--- config.mk ---
export PLATFORM = sky130hd
export DESIGN_NAME = branch_predictor
export DESIGN_NICKNAME = d
export VERILOG_FILES = /design/src/rtl/branch_predictor.sv
export SDC_FILE = /design/constraint.sdc
export NUM_CORES = 1
export LEC_CHECK = 0
export BUFFER_PORTS_ARGS = -buffer_cell sky130_fd_sc_hd__buf_2
export CAP_MARGIN = 10
export CORE_UTILIZATION = 30
export CTS_CLUSTER_DIAMETER = 60
export CTS_CLUSTER_SIZE = 10
export DETAILED_ROUTE_END_ITERATION = 10
export GPL_TIMING_DRIVEN = 0
export SLEW_MARGIN = 5
export SYNTH_ARGS = -nofsm -noshare
export SYNTH_HDL_FRONTEND = slang
export SYNTH_SLANG_ARGS = --single-unit
--- constraint.sdc ---
create_clock -name clk -period 9.3 [get_ports clk]
set_input_delay 0.93 -clock clk [delete_from_list [all_inputs] [get_ports clk]]
set_output_delay 0.93 -clock clk [all_outputs]
set_load 0.03 [all_outputs]
--- src/rtl/branch_predictor.sv ---
// Direct-mapped BTB with 2-bit saturating counters, branch/mispredict
// statistics and a one-entry-per-cycle clear sequence for fence.i.
module branch_predictor #(
    parameter  int ENTRIES = 16,
    localparam int IDX_W   = $clog2(ENTRIES)
) (
    input  logic        clk,
    input  logic        reset,
    input  logic [31:0] if_pc,
    output logic        predict_taken,
    output logic [31:0] predict_pc,
    input  logic        upd_valid,
    input  logic [31:0] upd_pc,
    input  logic        upd_is_branch,
    input  logic        upd_is_jump,
    input  logic        upd_is_jumpr,
    input  logic        upd_taken,
    input  logic [31:0] upd_target,
    input  logic        upd_mispredict,
    input  logic        clear_req,
    output logic        clear_busy,
    output logic [31:0] stat_branches,
    output logic [31:0] stat_mispredicts
);

    localparam int TAG_W = 30 - IDX_W;

    typedef enum logic [0:0] {
        IDLE,
        CLEAR
    } state_t;

    state_t             state;
    logic [IDX_W-1:0]   clr_idx;
    logic [ENTRIES-1:0] valid_q;
    logic [1:0]         ctr_q    [ENTRIES];
    logic [TAG_W-1:0]   tag_q    [ENTRIES];
    logic [31:0]        target_q [ENTRIES];

    logic [IDX_W-1:0] l_idx;
    logic [TAG_W-1:0] l_tag;
    logic             l_hit;

    logic [IDX_W-1:0] u_idx;
    logic [TAG_W-1:0] u_tag;
    logic             u_hit;
    logic [1:0]       u_ctr;
    logic             train;
    logic             is_jal;

    logic             ctr_we;
    logic [1:0]       ctr_nxt;
    logic             alloc;
    logic             tgt_we;

    logic             unused_bits;

    assign unused_bits = &{1'b0, if_pc[1:0], upd_pc[1:0], upd_is_jumpr};

    // Lookup is purely combinational and never sees this cycle's update.
    assign l_idx = if_pc[IDX_W+1:2];
    assign l_tag = if_pc[31:IDX_W+2];
    assign l_hit = valid_q[l_idx] && (tag_q[l_idx] == l_tag);

    assign predict_taken = l_hit && ctr_q[l_idx][1] && !clear_busy;
    assign predict_pc    = predict_taken ? target_q[l_idx]
                                         : if_pc + 32'd4;

    assign u_idx = upd_pc[IDX_W+1:2];
    assign u_tag = upd_pc[31:IDX_W+2];
    assign u_hit = valid_q[u_idx] && (tag_q[u_idx] == u_tag);
    assign u_ctr = ctr_q[u_idx];

    // JALR is never trained; a branch flag takes priority over JAL.
    assign train  = upd_valid && (upd_is_branch || upd_is_jump)
                    && !clear_busy;
    assign is_jal = !upd_is_branch && upd_is_jump;

    always_comb begin
        ctr_we  = 1'b0;
        ctr_nxt = u_ctr;
        alloc   = 1'b0;
        tgt_we  = 1'b0;
        if (train) begin
            if (u_hit && upd_taken) begin
                ctr_we  = 1'b1;
                tgt_we  = 1'b1;
                ctr_nxt = (u_ctr == 2'b11) ? 2'b11 : u_ctr + 2'd1;
            end else if (u_hit) begin
                ctr_we  = 1'b1;
                ctr_nxt = (u_ctr == 2'b00) ? 2'b00 : u_ctr - 2'd1;
            end else if (upd_taken) begin
                ctr_we  = 1'b1;
                alloc   = 1'b1;
                tgt_we  = 1'b1;
                ctr_nxt = is_jal ? 2'b11 : 2'b10;
            end
        end
    end

    always_ff @(posedge clk) begin
        if (reset) begin
            state      <= IDLE;
            clr_idx    <= '0;
            clear_busy <= 1'b0;
            valid_q    <= '0;
            for (int i = 0; i < ENTRIES; i++) begin
                ctr_q[i] <= 2'b01;
            end
        end else begin
            case (state)
                IDLE: begin
                    if (clear_req) begin
                        state      <= CLEAR;
                        clr_idx    <= '0;
                        clear_busy <= 1'b1;
                    end
                    if (ctr_we) begin
                        ctr_q[u_idx] <= ctr_nxt;
                    end
                    if (alloc) begin
                        valid_q[u_idx] <= 1'b1;
                    end
                end
                CLEAR: begin
                    valid_q[clr_idx] <= 1'b0;
                    ctr_q[clr_idx]   <= 2'b01;
                    if (clr_idx == {IDX_W{1'b1}}) begin
                        state      <= IDLE;
                        clear_busy <= 1'b0;
                    end else begin
                        clr_idx <= clr_idx + 1'b1;
                    end
                end
                default: begin
                    state      <= IDLE;
                    clear_busy <= 1'b0;
                end
            endcase
        end
    end

    // Tag and target need no reset; valid_q qualifies them.
    always_ff @(posedge clk) begin
        if (!reset && tgt_we) begin
            target_q[u_idx] <= upd_target;
        end
        if (!reset && alloc) begin
            tag_q[u_idx] <= u_tag;
        end
    end

    always_ff @(posedge clk) begin
        if (reset) begin
            stat_branches    <= '0;
            stat_mispredicts <= '0;
        end else if (train) begin
            if (stat_branches != 32'hFFFF_FFFF) begin
                stat_branches <= stat_branches + 32'd1;
            end
            if (upd_mispredict && stat_mispredicts != 32'hFFFF_FFFF) begin
                stat_mispredicts <= stat_mispredicts + 32'd1;
            end
        end
    end

endmodule

; ---- Word level (Yosys, flattened, before mapping)
; Memories as Yosys holds them, arrays and structs flattened.
; Index checks and enable logic that the tools add are counted.
[word_totals]
regBits = 86
mem_bits_rw = 960
inputBits = 105
output_inout_bits = 98
word_cells = 113
n_memories = 3
[classes]
n_addsub = 6
order_cmp = 5
n_eq_ne = 10
n_mux = 55
bitwise = 4
n_reduce_logical = 24
[memory_table]
columns = memory, words, width, read_ports, rd_ports_with_merged_regs, wr, line
row1 = target_q, 16, 32, 1, 0, 1, 38  ; logic [31:0] target_q [ENTRIES];
row2 = tag_q, 16, 26, 2, 0, 1, 37  ; logic [TAG_W-1:0] tag_q [ENTRIES];
row3 = ctr_q, 16, 2, 2, 0, 16, 36  ; logic [1:0] ctr_q [ENTRIES];
[ops]
columns = operator, count
row1 = "32-bit by 1-bit adder with 32-bit output, second input constant", 2
row2 = "32-bit inequality test, second input constant", 2
row3 = 26-bit equality test, 2
row4 = 1-bit two-way mux, 33
row5 = "32-bit by 3-bit adder with 32-bit output, second input constant", 1
row6 = 32-bit two-way mux, 1
row7 = 16-bit case mux with 2 select lines, 1
row8 = 16-bit bitwise AND, 1
row9 = 16-bit two-way mux, 1
row10 = 2-bit two-way mux, 8
row11 = 4-bit two-way mux, 4
row12 = 16-bit NOT, 1
row13 = 16-bit bitwise OR, 1
row14 = "4-bit by 5-bit less-than comparator with 1-bit output, second input constant", 3
row15 = 1-bit logical AND, 13
row16 = 1-bit binary-select mux with 4-bit select, 2
row17 = 1-bit demux with 4-bit select, 2
row18 = "4-bit by 1-bit >= comparator with 1-bit output, second input constant", 2
row19 = 4-bit case mux with 2 select lines, 1
row20 = 2-bit AND reduction, 4
row21 = "2-bit inequality test, second input constant", 3
row22 = "4-bit by 1-bit adder with 4-bit output, second input constant", 1
row23 = "4-bit equality test, second input constant", 1
row24 = 1-bit case mux with 2 select lines, 2
row25 = other kinds (9), 12

; ---- Depth between registers and ports, before layout
; Gate-level depths: netlist (run 1).
[logic_depth]
ltp_word = 13
mapped_depth = 15
mapped_depth_nobuf = 10

; ---- Worst setup path after synthesis (run 1)
; OpenSTA, ideal clock, no wires.
[synth_path]
path_kind = input port to output port
startpoint = input port if_pc[2]
endpoint = output port predict_pc[2]
arrival_time_ns = 4.407
required_ns = 8.370
path_slack_ns = 3.963
cell_stages = 10
n_path_buf = 4
cell_sequence = clkbuf_1 -> buf_2 -> buf_1 -> mux4_2 -> mux4_2 -> xnor2_1 -> nor4_1 -> nand3_1 -> clkbuf_1 -> mux2i_1
[synth_via]
elab_chain_len = 6
word_cells_on_any_way = 11
classes_between = add/sub (1) / eq/ne (1) / mux (3) / reduce/logical (3) / memory (3)
[synth_lines]
columns = element, line
row1 = "start, declared", 9  ; input logic [31:0] if_pc,
row2 = memory 16 x 26 bit / 1-bit binary-select mux with 4-bit select (equally long branches), --
row3 = 26-bit equality test / 1-bit two-way mux (equally long branches), 63  ; assign l_hit = valid_q[l_idx] && (tag_q[l_idx] == l_tag);
row4 = 1-bit logical AND, 63
row5 = 1-bit logical AND (2 in a row), 65  ; assign predict_taken = l_hit && ctr_q[l_idx][1] && !clear_busy;
row6 = 32-bit two-way mux (*), 66  ; assign predict_pc = predict_taken ? target_q[l_idx]
row7 = "end, declared", 11  ; output logic [31:0] predict_pc,
; Mark *: on every way between the ends. The rest lies on a longest branch, timed or not. The select of a mux whose other input is x is not followed.

; ---- Worst setup path in the final report (run 1)
; Ends and elaborated chain as after synthesis.

==> results of run 1 <==
-- placed cells by master (no fill, tap or decap), types with 19 or more instances in the layout --
cell type,instances
and3_1,19
nand3_1,60
o21ai_0,52
buf_12,25
mux2_2,50
dfxtp_1,86
xnor2_1,82
inv_1,21
nand2_1,112
xor2_1,52
buf_1,32
nor2_1,97
nor2_4,32
a21oi_1,33
nor3_1,23
edfxtp_1,960
buf_2,218
clkbuf_1,97
mux2i_1,95
clkbuf_16,134
nand4_1,58
a22oi_1,21
mux4_2,372
-- stage by stage --
stage	std cells	setup TNS (ps)	hold slack (ps)
2_1_floorplan	2541	0	442
3_3_place_gp	4765	-9170	481
3_5_place_dp	4801	0	476
4_1_cts	4973	0	444
5_1_grt	4981	0	503
6_report	4987	0	494
-- worst paths after layout --
path	startpoint	endpoint	slack (ps)	cells after the start
worst min register to register	valid_q[9]	valid_q[9]	490	2
worst min-delay path	valid_q[9]	valid_q[9]	490	2
worst max-delay path	if_pc[2]	predict_pc[2]	1450	13
worst max register to register	tag_q[11][22]	tag_q[12][23]	4590	10
-- per-layer routing --
| layer | track usage, % | up-vias | routed length (um) |
|---|---|---|---|
| li1 | - | 11154 | - |
| met1 | 25.2 | 14395 | 59300 |
| met2 | 29.2 | 1481 | 68800 |
| met5 | 0 | - | 247 |
| met4 | 7.63 | 36 | 5680 |
| met3 | 5.25 | 324 | 14900 |
-- state kept, by name, indices dropped and copies added, names as in the netlist --
register and flops:
target_q 512, tag_q 416, ctr_q 32, stat_branches 32, stat_mispredicts 32, valid_q 16, clr_idx 4, clear_busy 1
state 1
-- worst reg2reg max path: stages, from the launching register on --
cell	delay [ps]
edfxtp_1	380
mux4_2	490
mux4_2	500
xnor2_1	160
o211ai_1	110
or4b_1	200
a2111o_1	480
clkbuf_1	470
nand4_1	500
nor2_4	820
buf_12	280
-- final cells by class --
type,count,area [um2]
fillers,14218,97700
flip-flops and latches,1046,30500
multi-input cells,1319,15000
clock buffers,146,3410
well taps,2030,2540
repair buffers,233,1770
plain buffers,155,677
clock inverters,26,413
inverters,21,78.8
diodes,11,27.5
-- power by group --
part / switching, mW / internal, mW
sequential: 0.00993 / 5.15
combinational: 0.491 / 0.281
clock: 1.98 / 2.69
-- cell families after synthesis --
family	count (synthesis)	share of synthesized area, %
multiplexers	518	21.5
AO/OA/AOI/OAI	174	2.43
adder cells (fa/ha/maj)	8	0.212
AND/OR/NAND/NOR	485	5.26
buffers and inverters	176	1.63
XOR/XNOR	134	2.55
flip-flops	1046	66.4
==> reports/metrics.yaml, run 1 <==
yosys:
  syn_nets: 2653
  synth_top_area_share_pct: 62.6
  synth_top_cell_by_area: "edfxtp_1"
  synthCells: 2541
  syn_area_per_cell_um2: 18.1
  synth_edf_count: 960
  syn-cell-area_mm2: 0.0460
  synthDistinctLibCells: 58
  ys.flop_type: "edfxtp_1"
  yosysMostFrequentCell: "edfxtp_1"
  synth.yosys.seq_area_share_pct: 66.4
  async_reset_ff_share_pct: 0
  synth_area_leaders: "edfxtp_1, mux4_2, dfxtp_1"
  synthTopCellsByCount: "edfxtp_1, mux4_2, nor2_1"
  ys_ff_latch: 1046
  yosysWarnings: 0
setup_path:
  critPathRequiredTime_ps: 8370
  crit_chain: "buf_2, clkbuf_1, buf_2, buf_1, mux4_2, mux4_2, xnor2_1, nand4_1, nor3_1, nand3_1, clkbuf_1, mux2i_1, buf_2"
  crit_type: "in -> out"
  critPathLaunchType: "input port"
  cp_max_fo: 10
  cp.arrival_ps: 6920
  slowest_delay_ps: 920
  cp-end-kind: "output port"
  crit_path_frequent_cell: "buf_2"
  slowest_stage: "buf_1"
  critPathTopFamily: "buffers and inverters"
  cp_num_buf_inv: 6
run_status:
  status: "finished, final reports clean"
sta:
  rsz0062_at_grt: "false"
  max_freq_mhz: 127
  setup_viol: 0
  timing.final.ws_setup_ps: 1450
  skew_ps: 52.6
  slew-limit-headroom_pct: 10.6
  min_period_ps: 7850
  report.final.slew_viol_count: 0
  report.final.hold_viol_count: 0
  period_share_pct: 84.4
  tightestPinTransition_ps: 1340
cells_and_area:
  drive_gt1_share_pct: 30.7
  fin_area_mm2: 0.0544
  fin_nets: 3018
  utilization_pct: 35.8
  syn_to_final_growth_pct: 18.3
clocking:
  insertion_delay_ps: 780
  cts_root_buffer: "clkbuf_16"
  tritoncts: "built"
  cts_buffers: 130
  post-cts-setup-buffers: 0
  clock_sinks: 1046
  clock_path_buffers: 3
  h-tree-depth: 4
  clkTransAtPathRegs_ps: 50
  cts_hold_buf: 0
  post_cts_resize_count: 0
die:
  dieArea_mm2: 0.155
  initial_utilization_pct: 30.3
  die_h_um: 394
  coreArea_mm2: 0.152
  die_x_um: 394
  rows: 143
  io_pins: 203
global_routing:
  antenna_found_initial: 43
  grt_pass1_wl_mm: 208
  grt_max_degree: 21
  grt_overflow: 0
  track_usage_pct: 19.0
  first_global_vias: 26886
flow_run:
  cap_violations: 0
route:
  drt_first_iter_violations: 3532
  post_drt_wl_per_cell_um: 29.9
  routed_via_density: 5.49
  drt-total-wl_mm: 149
  route.detailed.drc: 0
  antenna_left: 0
  num_vias: 27390
  firstDrtPassIters: 5
pwr:
  pwr_density_cell_mw_per_mm2: 195
  leakagePower_nw: 17.2
  power.total_mw: 10.6
  peakVddDrop_v: 0.000118
placement:
  dpl.hpwl_mm: 101
  io_buffer_count: 194
  place.gp.congestion: 0.905
  pre_cts_ws_ps: 1310
  placed_area_mm2: 0.0505
min_path:
  hold_path_class: "reg -> reg"
(Power assumes the default switching activity.)
==> run 2, diff against run 1 <==
==> constraint.sdc (replaced) <==
create_clock -name clk -period 7.5 [get_ports clk]
set_input_delay 0.75 -clock clk [delete_from_list [all_inputs] [get_ports clk]]
set_output_delay 0.75 -clock clk [all_outputs]
set_load 0.03 [all_outputs]
==> reports/metrics.yaml, run 2 (synthesized netlist as in run 1, its figures left out) <==
run_status:
  status: "finished, final reports clean"
min_path:
  hold_path_class: "in -> reg"
sta:
  period_share_pct: 95.2
  skew_ps: 55.3  # +2.70 ps
  setup_viol: 0  # unchanged
  report.final.hold_viol_count: 0  # unchanged
  report.final.slew_viol_count: 0  # unchanged
  rsz0062_at_grt: "false"
  min_period_ps: 7140
  tightestPinTransition_ps: 1330  # -11.5 ps
  max_freq_mhz: 140
  slew-limit-headroom_pct: 11.4  # +0.76 points
cells_and_area:
  multiInputGateArea_mm2: 0.0150  # unchanged
  largest_register_ff_count: 512  # unchanged
  seq_area_mm2: 0.0305  # unchanged
  fin_area_mm2: 0.0544  # about the same
  nFillCells: 14215  # -0.021%
  largest-register: "target_q"
  final_common_cell: "edfxtp_1"
  fin_nets: 3018  # unchanged
  final_cell_mix: "edfxtp_1, mux4_2, buf_2"
  utilization_pct: 35.8  # about the same
  drive_gt1_share_pct: 30.9  # +0.14 points
  syn_to_final_growth_pct: 18.3  # about the same
  top_regs: "target_q (512), tag_q (416)"
setup_path:
  cp.arrival_ps: 6390  # -530 ps
  crit_chain: "buf_2, clkbuf_1, buf_2, clkdlybuf4s15_2, mux4_2, mux4_2, xnor2_1, nand4_1, nor3_1, nand3_1, clkbuf_2, mux2i_1, buf_2"
  critPathRequiredTime_ps: 6750  # -1620 ps
  slowest_stage: "nand3_1"
  critPathTopFamily: "buffers and inverters"
  crit_type: "in -> out"
  critPathLaunchType: "input port"
  slowest_delay_ps: 660  # -260 ps
  crit_path_frequent_cell: "buf_2"
  cp_max_fo: 10  # unchanged
  cp-end-kind: "output port"
  cp_num_buf_inv: 6  # unchanged
global_routing:
  track_usage_pct: 19.0  # about the same
  first_global_vias: 26881  # -0.019%
  antenna_found_initial: 43  # unchanged
  grt_pass1_wl_mm: 209  # about the same
  grt_max_degree: 21  # unchanged
  grt_overflow: 0  # unchanged
clocking:
  cts_buffers: 130  # unchanged
  post-cts-setup-buffers: 0  # unchanged
  h-tree-depth: 4  # unchanged
  clock_sinks: 1046  # unchanged
  insertion_delay_ps: 780  # about the same
  clock_path_buffers: 3  # unchanged
  clkTransAtPathRegs_ps: 60  # about the same
  cts_root_buffer: "clkbuf_16"
  tritoncts: "built"
  cts_hold_buf: 0  # unchanged
route:
  firstDrtPassIters: 6  # +1
  routed_via_density: 5.49  # about the same
  num_vias: 27404  # +0.051%
  route.detailed.drc: 0  # unchanged
  antenna_left: 0  # unchanged
  drt-total-wl_mm: 149  # about the same
  drt_first_iter_violations: 3489  # -1.2%
  post_drt_wl_per_cell_um: 29.9  # about the same
die:
  io_pins: 203  # unchanged
  die_h_um: 394  # unchanged
  coreArea_mm2: 0.152  # unchanged
  initial_utilization_pct: 30.3  # unchanged
  die_x_um: 394  # unchanged
  rows: 143  # unchanged
  dieArea_mm2: 0.155  # unchanged
placement:
  place.gp.congestion: 0.905  # unchanged
  io_buffer_count: 194  # unchanged
  placed_area_mm2: 0.0505  # unchanged
  dpl.hpwl_mm: 101  # unchanged
pwr:
  peakVddDrop_v: 0.000146  # +23%
  pwr_density_cell_mw_per_mm2: 242  # +24%
  leakagePower_nw: 17.2  # about the same
flow_run:
  cap_violations: 0  # unchanged
[run 2: timing repair]
| item | 4_1_cts | 5_1_grt |
|---|---|---|
| setup endpoints to repair | 1 | 16 |
| pin swaps | 0 | 0 |
| gates resized for setup | 5 | 3 |
| gates cloned | 0 | 0 |
[run 2: final timing paths]
path | end | cells past startpoint | start | slack [ps]
worst max register to register | tag_q[12][23] | 10 | tag_q[11][22] | 2800
worst min register to register | valid_q[11] | 2 | valid_q[11] | 500
worst min-delay path | state | 3 | clear_req | 320
worst max-delay path | predict_pc[2] | 13 | if_pc[2] | 360
[run 2: routing by layer]
metal	track usage (%)	wire length, um	up-vias
met5	0	243	-
met4	7.50	5960	38
met3	5.33	14900	331
met2	29.3	68800	1448
met1	25.2	59100	14435
li1	-	-	11152
[run 2: metrics by stage]
step	hold slack (ps)	instances	TNS, ps	setup slack [ps]	power (mW)
floorplan	442	2541	0	2490	7.05
global placement	481	4765	-665880	-1820	7.45
detailed placement	476	4801	-128	-128	7.46
CTS	264	4973	0	76.2	13.2
global route	325	4980	0	295	13.5
finish	325	4988	0	357	13.1
[run 2: worst register-to-register path: cells and delay by family, from the launching register on]
| family | cells | cell delay [ps] |
|---|---|---|
| and+or+nand+nor | 3 | 1500 |
| buffers and inverters | 2 | 760 |
| muxes | 2 | 990 |
| xor gates and xnor gates | 1 | 160 |
| DFF | 1 | 380 |
| AOI/OAI and AO/OA | 2 | 580 |
[run 2: area by class of cell]
cell class / count / area share, %
diodes: 12 / 0.0552
flip-flops and latches: 1046 / 56.1
inverters: 21 / 0.145
clock buffers: 146 / 6.26
clock inverters: 26 / 0.759
multi-input cells: 1319 / 27.5
repair buffers: 233 / 3.25
plain buffers: 155 / 1.26
well taps: 2030 / 4.67
[run 2: power breakdown]
group	switching, mW	internal [mW]
Clock	2.45	3.34
Combinational	0.608	0.349
Sequential	0.0125	6.38
